File: src/rtl/instruction_fetch.sv
// IF stage: 64-bit PC plus word-organised instruction memory, one registered fetch per cycle.
// Latency 1 cycle. No backpressure, stall holds all state. Optional misaligned-redirect trap via IFETCH_MISALIGN_TRAP_EN.
module instruction_fetch #(
  parameter int          IMEM_WORDS = 64,
  parameter logic [63:0] RESET_PC   = 64'h0,
  localparam int         AW         = $clog2(IMEM_WORDS)
) (
  input  logic          clk,
  input  logic          reset,
  input  logic          stall,
  input  logic          redirect,
  input  logic [63:0]   redirect_target,
  input  logic          imem_we,
  input  logic [AW-1:0] imem_waddr,
  input  logic [31:0]   imem_wdata,
  output logic [31:0]   instruction,
  output logic [63:0]   PC_Out,
  output logic          fetch_valid
`ifdef IFETCH_MISALIGN_TRAP_EN
  ,
  output logic          misalign
`endif
);

  localparam logic [31:0] NOP = 32'h00000013;

`ifdef IFETCH_MISALIGN_TRAP_EN
  typedef enum logic [1:0] {IDLE, RUN, TRAP} state_t;
`else
  typedef enum logic [1:0] {IDLE, RUN} state_t;
`endif

  state_t      state;
  logic [63:0] pc;
  logic [31:0] mem [IMEM_WORDS];

  // Memory is never reset; writes land even while reset is low.
  always_ff @(posedge clk) begin
    if (imem_we) mem[imem_waddr] <= imem_wdata;
  end

  always_ff @(posedge clk) begin
    if (!reset) begin
      state       <= IDLE;
      pc          <= RESET_PC;
      instruction <= NOP;
      PC_Out      <= 64'h0;
      fetch_valid <= 1'b0;
`ifdef IFETCH_MISALIGN_TRAP_EN
      misalign    <= 1'b0;
`endif
    end else begin
      case (state)
        IDLE: state <= RUN;
        RUN: begin
          if (redirect) begin
            // A redirect beats stall and squashes the sequential fetch.
            instruction <= NOP;
            fetch_valid <= 1'b0;
`ifdef IFETCH_MISALIGN_TRAP_EN
            pc          <= redirect_target;
            if (redirect_target[1:0] != 2'b00) begin
              state    <= TRAP;
              misalign <= 1'b1;
            end
`else
            pc          <= redirect_target & ~64'h3;
`endif
          end else if (!stall) begin
            instruction <= mem[pc[AW+1:2]];
            PC_Out      <= pc;
            fetch_valid <= 1'b1;
            pc          <= pc + 64'd4;
          end
        end
`ifdef IFETCH_MISALIGN_TRAP_EN
        TRAP: state <= TRAP;
`endif
        default: state <= IDLE;
      endcase
    end
  end

endmodule

File: config.mk
export PLATFORM = sky130hd
export DESIGN_NAME = instruction_fetch
export DESIGN_NICKNAME = d
export VERILOG_FILES = /design/src/rtl/instruction_fetch.sv
export SDC_FILE = /design/constraint.sdc
export NUM_CORES = 2
export LEC_CHECK = 0
export ABC_AREA = 1
export CAP_MARGIN = 15
export CELL_PAD_IN_SITES_DETAIL_PLACEMENT = 1
export CELL_PAD_IN_SITES_GLOBAL_PLACEMENT = 1
export CORE_MARGIN = 5
export CORE_UTILIZATION = 30
export DETAILED_ROUTE_END_ITERATION = 6
export PLACE_DENSITY_LB_ADDON = 0.25
export SKIP_CTS_REPAIR_TIMING = 1
export SLEW_MARGIN = 20
export SYNTH_ARGS = -nofsm -noshare
export SYNTH_HDL_FRONTEND = slang
export SYNTH_SLANG_ARGS = --single-unit
File: constraint.sdc
create_clock -name clk -period 9.92 [get_ports clk]
set_input_delay 0.992 -clock clk [delete_from_list [all_inputs] [get_ports clk]]
set_output_delay 0.992 -clock clk [all_outputs]
set_load 0.005 [all_outputs]
# [Yosys cells after proc, flatten, opt, wreduce, memory -nomap -nowiden]
# Memory sizes are Yosys's and may differ from the RTL's. A register that Yosys moved wholly into a read port is not among the register bits.
# Cells that the tools add are included.
[totals] mem_bits_rw=2048 ff_bits=163 memories=1 input_bits=107 elab_cells=25 out_inout_bits=97
[classes] mux=11 add_sub_neg=1 n_bitwise=2 reduce_logical=3 eq_ne=2
[mem_list] name="mem" words=64 word_bits=32 rd=1 rd_clocked_by_memory_dff=1 write_ports=1 line="35" rtl="logic [31:0] mem [IMEM_WORDS];"
[op_table] operator="64-bit 2-to-1 mux" count=2
[op_table] operator="64-bit by 3-bit adder with 64-bit output, second input constant" count=1
[op_table] operator="32-bit 2-to-1 mux" count=2
[op_table] operator="6-bit 2-to-1 mux" count=2
[op_table] operator="1-bit 2-to-1 mux" count=4
[op_table] operator="2-bit one-hot mux with 2 select lines" count=1
[op_table] operator="3-bit AND reduction" count=1
[op_table] operator="2-bit by 1-bit == test with 1-bit output, second input constant" count=1
[op_table] operator="2-bit zero test" count=1
[op_table] operator="2-bit by 1-bit inequality test with 1-bit output, second input constant" count=1
[op_table] operator="1-bit NOT" count=2
[op_table] operator="2-bit AND reduction" count=1

# [Logic depth before layout (Yosys ltp)]
[depth] depth_word=5 depth_mapped=14 depth_no_buf=12

# [Worst setup path after synthesis]
# OpenSTA, ideal clock, no wires.
[synth_path] kind="input-to-reg" from="input port imem_we" to="memory mem[33][0], enable pin" arrival_ns=4.650 path_slack_ns=4.765 path_stages=3 required_time_ns=9.415 path_buffers=1 setup_time_ns=0.505 path_cell_list="clkbuf_1 -> nand4_1 -> nor4_1"
[synth_via] elab_chain_len=2
[synth_rtl] element="start, declared" line="13" rtl="input logic imem_we,"
[synth_rtl] element="1-bit 2-to-1 mux" line="39" rtl="if (imem_we) mem[imem_waddr] <= imem_wdata;"
[synth_rtl] element="1-bit 2-to-1 mux (not written as such)" line="39"
[synth_rtl] element="end, declared" line="35"
# No other way between the ends.

==> out/qor.txt <==
status: finished clean
first-pass GRT wire length: 430000 µm
sequential share of power: 49.9%
critical path type: reg2reg
TNS Setup: 0 ps
R2R depth: 13
crit path time final: 4910 ps
CP top delay family: buffers and inverters
relative slew slack: 25.3%
area leader, netlist: edfxtp_1
CP cell instances: buf_12 > buf_12 > buf_12 > nand2_1 > nand3_1 > nand3_1 > nand3_1 > nand3_1 > nand3_1 > nand2_1 > nand2_1 > o21ai_0 > nand2_1
CP required: 10670 ps
commonest cells in the netlist: 2616 x nand2_1, 2048 x edfxtp_1, 1967 x nand3_1, 271 x buf_2, 238 x nor2_1
vias after detailed routing: 62694
worst slew pin tran: 1120 ps
VDD IR max: 0.000149 V
Fmax: 203 MHz
top-count cell post-synth: nand2_1
final hold slack: 467 ps
Net Sw Frac: 24.4%
Die Area: 312000 µm²
H-tree depth: 4
hold endpoint: instruction[7]
synthesized area: 90400 µm²
unrepaired setup endpoints after global routing: no
CTS tree: yes
DRC: 0
Final Hold Fails: 0
clock-pin slew on the worst setup and hold paths: 60 ps
Yosys top cell area share: 68.1%
CTS buffer count: 243
placed instance area: 96400 µm²
Clock Power Share: 41.7%
Worst R2R Setup Slack: 5010 ps
Synth area leaders: edfxtp_1 68%, nand3_1 11%, nand2_1 11%
P_int: 15.7 mW
clk sink count: 2212
Layout Area Growth over Synthesis: 15.1%
met2 WL: 138000 µm
crit start category: flop
Vias/cell: 5.11
drt first pass iters: 5
Ports: 204
Core ar.: 300000 µm²
CP endpoint kind: flop
vias in the first global route: 63383
Skew-Pair Late Insertion Delay: 900 ps
Most common cell on crit path: nand3_1
Routability Congestion: 0.863
NetSw: 5.07 mW
register area share after synthesis: 71.7%
synth warn: 0
WP buf/inv: 3
nets@finish: 8221
pin count of the biggest net entering global routing: 220
Synth Register Bits: 2212
DP HPWL: 160000 µm
Tot GR Track Use: 18.4%
Post-Syn Instances: 8026
period utilisation layout: 49.5%
clock skew: 84.5 ps
fin area: 104000 µm²
top_reg_cell synth: edfxtp_1
crit-path max FO: 189
clock tree buffer depth: 4
Routed WL: 296000 µm
post-route ant nets: 0
# port buffers: 199
Die X: 559 µm
Critical-path top delay cell: dfxtp_4
layout cell share with drive strength beyond 1: 7.52%
DIE HEIGHT: 559 µm
EDFF count, synth: 2048
power per cell area: 200 nW/µm²
initial antenna violation count: 18
worst hold path depth: 2
met3 wire len: 15400 µm
Netlist cell types: 41
Pleak: 35.7 nW
initial core utilization: 30.1%
mean post-synth cell area: 11.3 µm²
setup violators final: 0
DRC violation total after the first TritonRoute iteration: 4865
drt wl/cell: 24.1 µm
top layer in use: met5
row count: 201
HP Start: instruction[7]
FFs w/ async S/R, synth: 0%
total of max-cap violations: 0
reg2reg end: instruction[1]
max-slew violations: 0
Logic pwr share: 8.4%
met1 WL: 134000 µm
GR Overflow Total: 0
hold crit path type: reg2reg
critical path data arrival time: 5670 ps
CTS root buf: clkbuf_16
Crit path largest cell delay: 780 ps
## placed cells by master (no fill, tap or decap), types with 4 or more instances in the layout
cell type	synthesis	layout
bufinv_16	0	10
inv_6	0	5
nor2_1	238	178
clkbuf_16	0	247
inv_2	7	4
a21oi_1	140	140
clkbuf_4	0	4
clkdlybuf4s50_1	0	166
o31ai_1	6	6
edfxtp_1	2048	2048
clkbuf_1	129	58
dfxtp_1	164	158
buf_2	271	21
nand4_1	29	29
xor2_1	10	10
nand2_1	2616	2616
buf_4	66	153
inv_1	115	113
dfxtp_4	0	5
clkbuf_8	0	19
clkinv_2	0	51
nor2_4	1	62
nor3_2	4	4
o21ai_0	98	98
o211ai_1	8	8
nor3_1	30	30
buf_12	0	11
clkinv_1	1	44
nor4_2	0	5
diode_2	0	11
nand3_1	1967	1965
## layout make-up
class / instances / area, µm²
clock buffer: 328 / 6690
timing repair buffer: 352 / 3150
fill: 32621 / 196000
sequential: 2212 / 64800
inverter: 124 / 505
antenna: 11 / 27.5
clock inverter: 115 / 826
tap: 3958 / 4950
multi-input combinational: 5180 / 23000
## registers in the layout, indices dropped and copies added, names as in the netlist, named ones only
signal	cells
mem	2048
PC_Out	62
pc	62
instruction	32
fetch_valid	1
state	1
## metal layers
metal	track usage [%]	vias to the layer above
met2	30.4	1473
met3	2.63	414
met4	4.89	10
met1	25.4	32404
met5	0	-
li1	-	28393
## tightest hold or removal path, delay by kind of cell, from the launching register on
| family | cells | cell delay (ps) |
|---|---|---|
| compound gates | 1 | 50 |
| simple gates | 1 | 60 |
| flops | 1 | 310 |
## stage by stage
| step | total power [mW] | util [%] | worst slack, ps | instances |
|---|---|---|---|---|
| 2_1_floorplan | 11.6 | - | 4770 | 8027 |
| 3_3_place_gp | 12.3 | 32.2 | 5250 | 11825 |
| 3_5_place_dp | 12.3 | 32.2 | 5230 | 11825 |
| 4_1_cts | 21.0 | 34.7 | 5200 | 12268 |
| 5_1_grt | 21.5 | 34.7 | 4920 | 12270 |
| 6_report | 20.8 | 34.7 | 5010 | 12280 |
## cells by family after synthesis
kind of cell,Yosys count,synth area share (%)
simple gates,4905,23.3
flops,2212,71.7
buf+inv,635,3.36
compound gates,262,1.51
xor+xnor,10,0.0969
fa+ha+maj,1,0.0138
other cells,1,0.00415
## power by group through the flow
| stage | registers [mW] | logic, mW | clock network, mW |
|---|---|---|---|
| floorplan | 10.5 | 1.05 | 0 |
| global placement | 10.6 | 1.72 | 0 |
| detailed placement | 10.6 | 1.76 | 0 |
| CTS | 10.4 | 1.77 | 8.87 |
| global route | 10.4 | 1.93 | 9.25 |
| finish | 10.4 | 1.75 | 8.65 |
## worst max-delay path by stage
stage,startpoint,endpoint,cells after the start
floorplan,imem_we,mem[33][0],3
global placement,flop,instruction[1],13
detailed placement,flop,instruction[1],13
CTS,flop,instruction[1],13
global route,flop,instruction[1],13
finish,flop,instruction[1],13
Power figures use the tool's default switching activity.
